$ cat src/rtl/if_stage_pkg.sv
// ============================================================================
// Module   : if_stage_pkg
// Brief    : Shared types and constants for the instruction-fetch stage.
// Revision : 1.0
// ============================================================================
`default_nettype none

package if_stage_pkg;

   typedef enum logic [1:0] {
      IF_ST_IDLE = 2'd0,
      IF_ST_REQ  = 2'd1,
      IF_ST_WAIT = 2'd2,
      IF_ST_KILL = 2'd3
   } if_state_e;

   localparam logic [31:0] INST_NOP      = 32'h0000_0013;
   localparam logic [31:0] PC_STEP       = 32'd4;
   localparam logic [31:0] PC_ALIGN_MASK = 32'hFFFF_FFFC;

   typedef struct packed {
      logic [31:0] inst;
      logic [31:0] pc;
   } if_entry_t;

endpackage

`default_nettype wire

$ cat src/rtl/if_skid_buf.sv
// ============================================================================
// Module   : if_skid_buf
// Brief    : One-entry {inst,pc} skid buffer with load, drain and flush.
// Revision : 1.0
// ============================================================================
`default_nettype none

module if_skid_buf
   import if_stage_pkg::*;
(
   input  logic        clk,
   input  logic        rst_n,
   input  logic        i_load,
   input  logic        i_drain,
   input  logic        i_flush,
   input  logic [31:0] i_inst,
   input  logic [31:0] i_pc,
   output logic        o_valid,
   output logic [31:0] o_inst,
   output logic [31:0] o_pc
);

   logic      r_valid;
   if_entry_t r_entry;

   // Flush outranks load so a redirect always leaves the buffer empty.
   always_ff @(posedge clk or negedge rst_n) begin
      if (!rst_n) begin
         r_valid <= 1'b0;
         r_entry <= '0;
      end else if (i_flush) begin
         r_valid <= 1'b0;
      end else if (i_load) begin
         r_valid      <= 1'b1;
         r_entry.inst <= i_inst;
         r_entry.pc   <= i_pc;
      end else if (i_drain) begin
         r_valid <= 1'b0;
      end
   end

   assign o_valid = r_valid;
   assign o_inst  = r_entry.inst;
   assign o_pc    = r_entry.pc;

endmodule

`default_nettype wire

$ cat src/rtl/if_stage.sv
// ============================================================================
// Module   : if_stage
// Brief    : Instruction fetch: PC, imem request FSM, decode output register.
// Revision : 1.0
// ============================================================================
`default_nettype none

module if_stage
   import if_stage_pkg::*;
#(
   parameter logic [31:0] RESET_PC = 32'h0000_0000
) (
   input  logic        clk,
   input  logic        rst_n,
   output logic        imem_req_valid,
   input  logic        imem_req_ready,
   output logic [31:0] imem_addr,
   input  logic        imem_rsp_valid,
   input  logic [31:0] imem_rsp_data,
   input  logic        redirect_valid,
   input  logic [31:0] redirect_pc,
   output logic        id_valid,
   input  logic        id_ready,
   output logic [31:0] id_inst,
   output logic [31:0] id_pc,
   output logic [31:0] id_pc4
);

   if_state_e   r_state;
   logic [31:0] r_pc;
   logic [31:0] r_fetch_pc;
   logic        r_id_valid;
   logic [31:0] r_id_inst;
   logic [31:0] r_id_pc;
   logic [31:0] r_id_pc4;

   logic        w_skid_valid;
   logic [31:0] w_skid_inst;
   logic [31:0] w_skid_pc;
   logic        w_req_fire;
   logic        w_deliver;
   logic        w_out_free;
   logic        w_skid_load;
   logic        w_skid_drain;

   // Holding requests while the skid is full guarantees it has room for any response.
   assign imem_req_valid = (r_state == IF_ST_REQ) && !w_skid_valid;
   assign imem_addr      = r_pc;
   assign w_req_fire     = imem_req_valid && imem_req_ready;
   assign w_deliver      = (r_state == IF_ST_WAIT) && imem_rsp_valid && !redirect_valid;
   assign w_out_free     = !r_id_valid || id_ready;
   assign w_skid_load    = w_deliver && !w_out_free;
   assign w_skid_drain   = w_out_free && w_skid_valid;

   always_ff @(posedge clk or negedge rst_n) begin
      if (!rst_n) begin
         r_state    <= IF_ST_IDLE;
         r_pc       <= RESET_PC;
         r_fetch_pc <= '0;
      end else if (redirect_valid) begin
         r_pc <= redirect_pc & PC_ALIGN_MASK;
         case (r_state)
            IF_ST_IDLE: r_state <= IF_ST_REQ;
            IF_ST_REQ:  r_state <= w_req_fire ? IF_ST_KILL : IF_ST_REQ;
            IF_ST_WAIT: r_state <= imem_rsp_valid ? IF_ST_REQ : IF_ST_KILL;
            IF_ST_KILL: r_state <= imem_rsp_valid ? IF_ST_REQ : IF_ST_KILL;
            default:    r_state <= IF_ST_IDLE;
         endcase
      end else begin
         case (r_state)
            IF_ST_IDLE: r_state <= IF_ST_REQ;
            IF_ST_REQ: begin
               if (w_req_fire) begin
                  r_fetch_pc <= r_pc;
                  r_pc       <= r_pc + PC_STEP;
                  r_state    <= IF_ST_WAIT;
               end
            end
            IF_ST_WAIT: if (imem_rsp_valid) r_state <= IF_ST_REQ;
            IF_ST_KILL: if (imem_rsp_valid) r_state <= IF_ST_REQ;
            default:    r_state <= IF_ST_IDLE;
         endcase
      end
   end

   always_ff @(posedge clk or negedge rst_n) begin
      if (!rst_n) begin
         r_id_valid <= 1'b0;
         r_id_inst  <= INST_NOP;
         r_id_pc    <= '0;
         r_id_pc4   <= '0;
      end else if (redirect_valid) begin
         r_id_valid <= 1'b0;
      end else if (w_out_free) begin
         if (w_skid_valid) begin
            r_id_valid <= 1'b1;
            r_id_inst  <= w_skid_inst;
            r_id_pc    <= w_skid_pc;
            r_id_pc4   <= w_skid_pc + PC_STEP;
         end else if (w_deliver) begin
            r_id_valid <= 1'b1;
            r_id_inst  <= imem_rsp_data;
            r_id_pc    <= r_fetch_pc;
            r_id_pc4   <= r_fetch_pc + PC_STEP;
         end else begin
            r_id_valid <= 1'b0;
         end
      end
   end

   if_skid_buf u_skid (
      .clk     (clk),
      .rst_n   (rst_n),
      .i_load  (w_skid_load),
      .i_drain (w_skid_drain),
      .i_flush (redirect_valid),
      .i_inst  (imem_rsp_data),
      .i_pc    (r_fetch_pc),
      .o_valid (w_skid_valid),
      .o_inst  (w_skid_inst),
      .o_pc    (w_skid_pc)
   );

   assign id_valid = r_id_valid;
   assign id_inst  = r_id_inst;
   assign id_pc    = r_id_pc;
   assign id_pc4   = r_id_pc4;

endmodule

`default_nettype wire

$ cat config.mk
export PLATFORM = sky130hd
export DESIGN_NAME = if_stage
export DESIGN_NICKNAME = d
export VERILOG_FILES = /design/src/rtl/if_stage_pkg.sv /design/src/rtl/if_skid_buf.sv /design/src/rtl/if_stage.sv
export SDC_FILE = /design/constraint.sdc
export NUM_CORES = 1
export LEC_CHECK = 0
export CELL_PAD_IN_SITES_DETAIL_PLACEMENT = 1
export CELL_PAD_IN_SITES_GLOBAL_PLACEMENT = 1
export CORE_ASPECT_RATIO = 0.7
export CORE_MARGIN = 10
export CORE_UTILIZATION = 44
export DETAILED_ROUTE_END_ITERATION = 12
export HOLD_SLACK_MARGIN = 0.05
export PLACE_DENSITY = 0.85
export SKIP_LAST_GASP = 1
export SLEW_MARGIN = 20
export SYNTH_ARGS = -nofsm -noshare
export SYNTH_HDL_FRONTEND = slang
export SYNTH_SLANG_ARGS = --single-unit
export TNS_END_PERCENT = 30
$ cat constraint.sdc
create_clock -name clk -period 8.3 [get_ports clk]
set_input_delay 1.245 -clock clk [delete_from_list [all_inputs] [get_ports clk]]
set_output_delay 1.245 -clock clk [all_outputs]
set_load 0.05 [all_outputs]
==> run_results.csv <==
group,metric,value,unit
synth,post-synth-top-count-cell,"dfrtp_1",
cts,numCtsBuffers,23,
hold_path,worstHoldPathType,"reg2reg",
cts,cts_buffer_depth,3,
setup_path,critPathTopFamily,"buffers and inverters",
floorplan,io_pins,200,
finish,stdcell_area,13100,sq um
cts,htree_levels,1,
setup_path,worst_setup_path_end_kind,"output port",
detailed_routing,antenna_left,0,
setup_path,crit_slowest_cell,"clkdlybuf4s50_1",
timing,period_needed,3.80,ns
finish,nets,1163,
synth,synth_edf_count,0,
timing,finalSetupViolCount,0,
setup_path,crit_fanout,49,
placed_design,dpl-instance-area,12300,sq um
finish,num_antenna_cells,0,
global_routing,grt_overflow,0,
timing,drv_slew,0,
synth,synthCells,918,
power_and_ir_drop,vdd_ir_drop_max,0.206,mV
synth,synth_cell_types,60,
timing,skew,0.0181,ns
synth,ys_ff_latch,218,
cts,path_clk_slew,0.06,ns
power_and_ir_drop,p_leak,5.55,nW
placed_design,gp_congestion,0.799,
floorplan,start_util,44.8,%
finish,final_util,57.8,%
cts,cts_setup_buffers,0,
finish,fillers,2451,
setup_path,startpoint_type,"flop",
synth,synth_area_leader_cell,"dfrtp_1",
global_routing,grt_start_max_net_pins,98,
synth,synthArstFlopShare,100,%
detailed_routing,drt_drc_violations_left,0,
timing,max-slew-margin-rel,38.0,%
cts,clock_latency,0.52,ns
setup_path,path_buf_inv,1,
timing,fin_tns_setup,0,ns
power_and_ir_drop,total_power,4.52,mW
synth,synth_common_cells,"dfrtp_1, nand2_1, o21ai_0",
detailed_routing,wire_per_inst,21.0,um
global_routing,grt_usage,19.9,%
detailed_routing,viasPerCell,5.45,
timing,fmax,0.263,GHz
cts,root_buffer,"clkbuf_16",
setup_path,worstPathArrival,2.55,ns
cts,cts_num_sinks,218,
placed_design,port_buffers,191,
flow_run,max_cap_viol_count,0,
synth,ys.flop_type,"dfrtp_1",
timing,rsz0062_at_grt,"false",
floorplan,fp.dieH,147,um
synth,ys.warnings.count,0,
detailed_routing,via_count,7741,
outcome,outcome,"completed",
floorplan,core_area,22700,sq um
global_routing,grt_pass1_vias,8286,
floorplan,die_area,29700,sq um
finish,area_growth,29.0,%
finish,layout-drive-gt1-share,14.8,%
finish,multiInputGateArea,4410,sq um
detailed_routing,wl,29.8,mm
cts,cts_hold_buf,0,
finish,seq_area,5460,sq um
global_routing,grt_pass1_wl,48.0,mm
synth,synthTopCellsByArea,"dfrtp_1, mux2_2, mux2i_1",
timing,fin_crit_sh,45.7,%
setup_path,critPathRequiredTime,7.05,ns
cts,cts_resized,0,
synth,synth_top_area_share,52.9,%
setup_path,crit_chain,"nor3b_1 -> clkdlybuf4s50_1",
synth,syn-cell-area,10200,sq um
detailed_routing,first_pass_iters,4,
floorplan,rows,46,
floorplan,fp.dieW,202,um
placed_design,dp_hpwl,21.4,mm
power_and_ir_drop,p_per_area,345,nW/um^2
timing,tightest_slew,0.929,ns
timing,hold_ws,0.475,ns
setup_path,criticalPathCategory,"reg2out",
synth,seq_area_frac_synth,53.7,%
setup_path,critPathMaxStageDelay,0.89,ns
synth,avgSynthCellArea,11.1,sq um
detailed_routing,first_iter_violations,496,
timing,hold_viol_final,0,
global_routing,antenna_found_initial,0,
cts,cts_tree,"built",
-- power breakdown --
| group | leakage [nW] | internal, mW | switching [mW] |
|---|---|---|---|
| Combinational | 2.36 | 0.599 | 1.21 |
| Clock | 0.404 | 0.693 | 0.433 |
| Sequential | 2.79 | 1.34 | 0.241 |
| Total | 5.55 | 2.63 | 1.88 |
-- cell type report --
| type | count | area share, % |
|---|---|---|
| timing repair buffer | 201 | 15.2 |
| multi-input combinational | 638 | 33.6 |
| clock buffer | 29 | 4.79 |
| sequential | 218 | 41.7 |
| clock inverter | 13 | 1.52 |
| tap | 312 | 2.98 |
| inverter | 9 | 0.258 |
-- metal layers --
metal  GRT usage, %  share of wire [%]  up-vias
met5              0                  0        -
met4           3.37                1.3        0
met3           4.70                6.5       32
met2           28.4                 42      216
met1           30.1                 51     3884
li1               -                  -     3609
-- registers in the layout (all words and copies together), names as in the netlist --
name,cells
u_skid.o_valid,1
id_valid,1
id_pc4,30
r_state,2
u_skid.o_inst,32
imem_addr,30
id_pc,30
u_skid.o_pc,30
r_fetch_pc,30
id_inst,32
-- metrics by stage --
stage	std cells	setup WS [ns]
2_1_floorplan	923	4.45
3_3_place_gp	1378	4.22
3_5_place_dp	1378	4.13
4_1_cts	1420	4.48
5_1_grt	1420	4.38
6_report	1420	4.50
-- layout by cell type, fill, tap and decap left out, types with 4 or more instances in the layout --
cell type,n
a21o_1,6
a21oi_1,9
a31oi_1,4
and2_1,6
and3_1,10
buf_4,10
bufinv_16,5
clkbuf_16,23
clkdlybuf4s50_1,189
clkinv_2,5
conb_1,6
dfrtp_1,214
inv_1,8
mux2_2,95
mux2i_1,55
nand2_1,144
nand3_1,22
nand3b_1,6
nand4_1,13
nand4b_1,4
nor2_1,16
nor2b_1,4
nor3_1,6
nor4_1,19
o21ai_0,105
o31a_1,8
o31ai_1,11
xnor2_1,29
xor2_1,11
-- worst reg2reg max path: cells and delay by family, from the launching register on --
family | cells | cell delay, ns
muxes | 1 | 0.47
and+or+nand+nor | 3 | 0.93
DFF | 1 | 0.80
AOI/OAI and AO/OA | 2 | 0.84
adders and majority gates | 1 | 0.28
-- final timing paths --
check | depth (start not counted) | slack (ns) | endpoint | startpoint
max | 2 | 4.50 | imem_req_valid | u_skid.o_valid
min | 2 | 0.47 | id_pc4[29] | id_pc4[29]
max reg2reg | 7 | 4.87 | id_pc4[18] | u_skid.o_valid
min reg2reg | 2 | 0.47 | id_pc4[29] | id_pc4[29]
max in group asynchronous | 2 | 6.16 | u_skid.o_pc[22] | rst_n
min in group asynchronous | 1 | 0.71 | u_skid.o_inst[26] | rst_n
-- logic make-up after synthesis --
| group | Yosys count | synth area share (%) |
|---|---|---|
| buf+inv | 67 | 3.37 |
| mux | 150 | 15.9 |
| simple gates | 275 | 13.4 |
| compound gates | 165 | 9.82 |
| other cells | 1 | 0.0369 |
| flops | 218 | 53.7 |
| xor+xnor | 40 | 3.45 |
| fa+ha+maj | 2 | 0.246 |
Power figures use the tool's default switching activity.
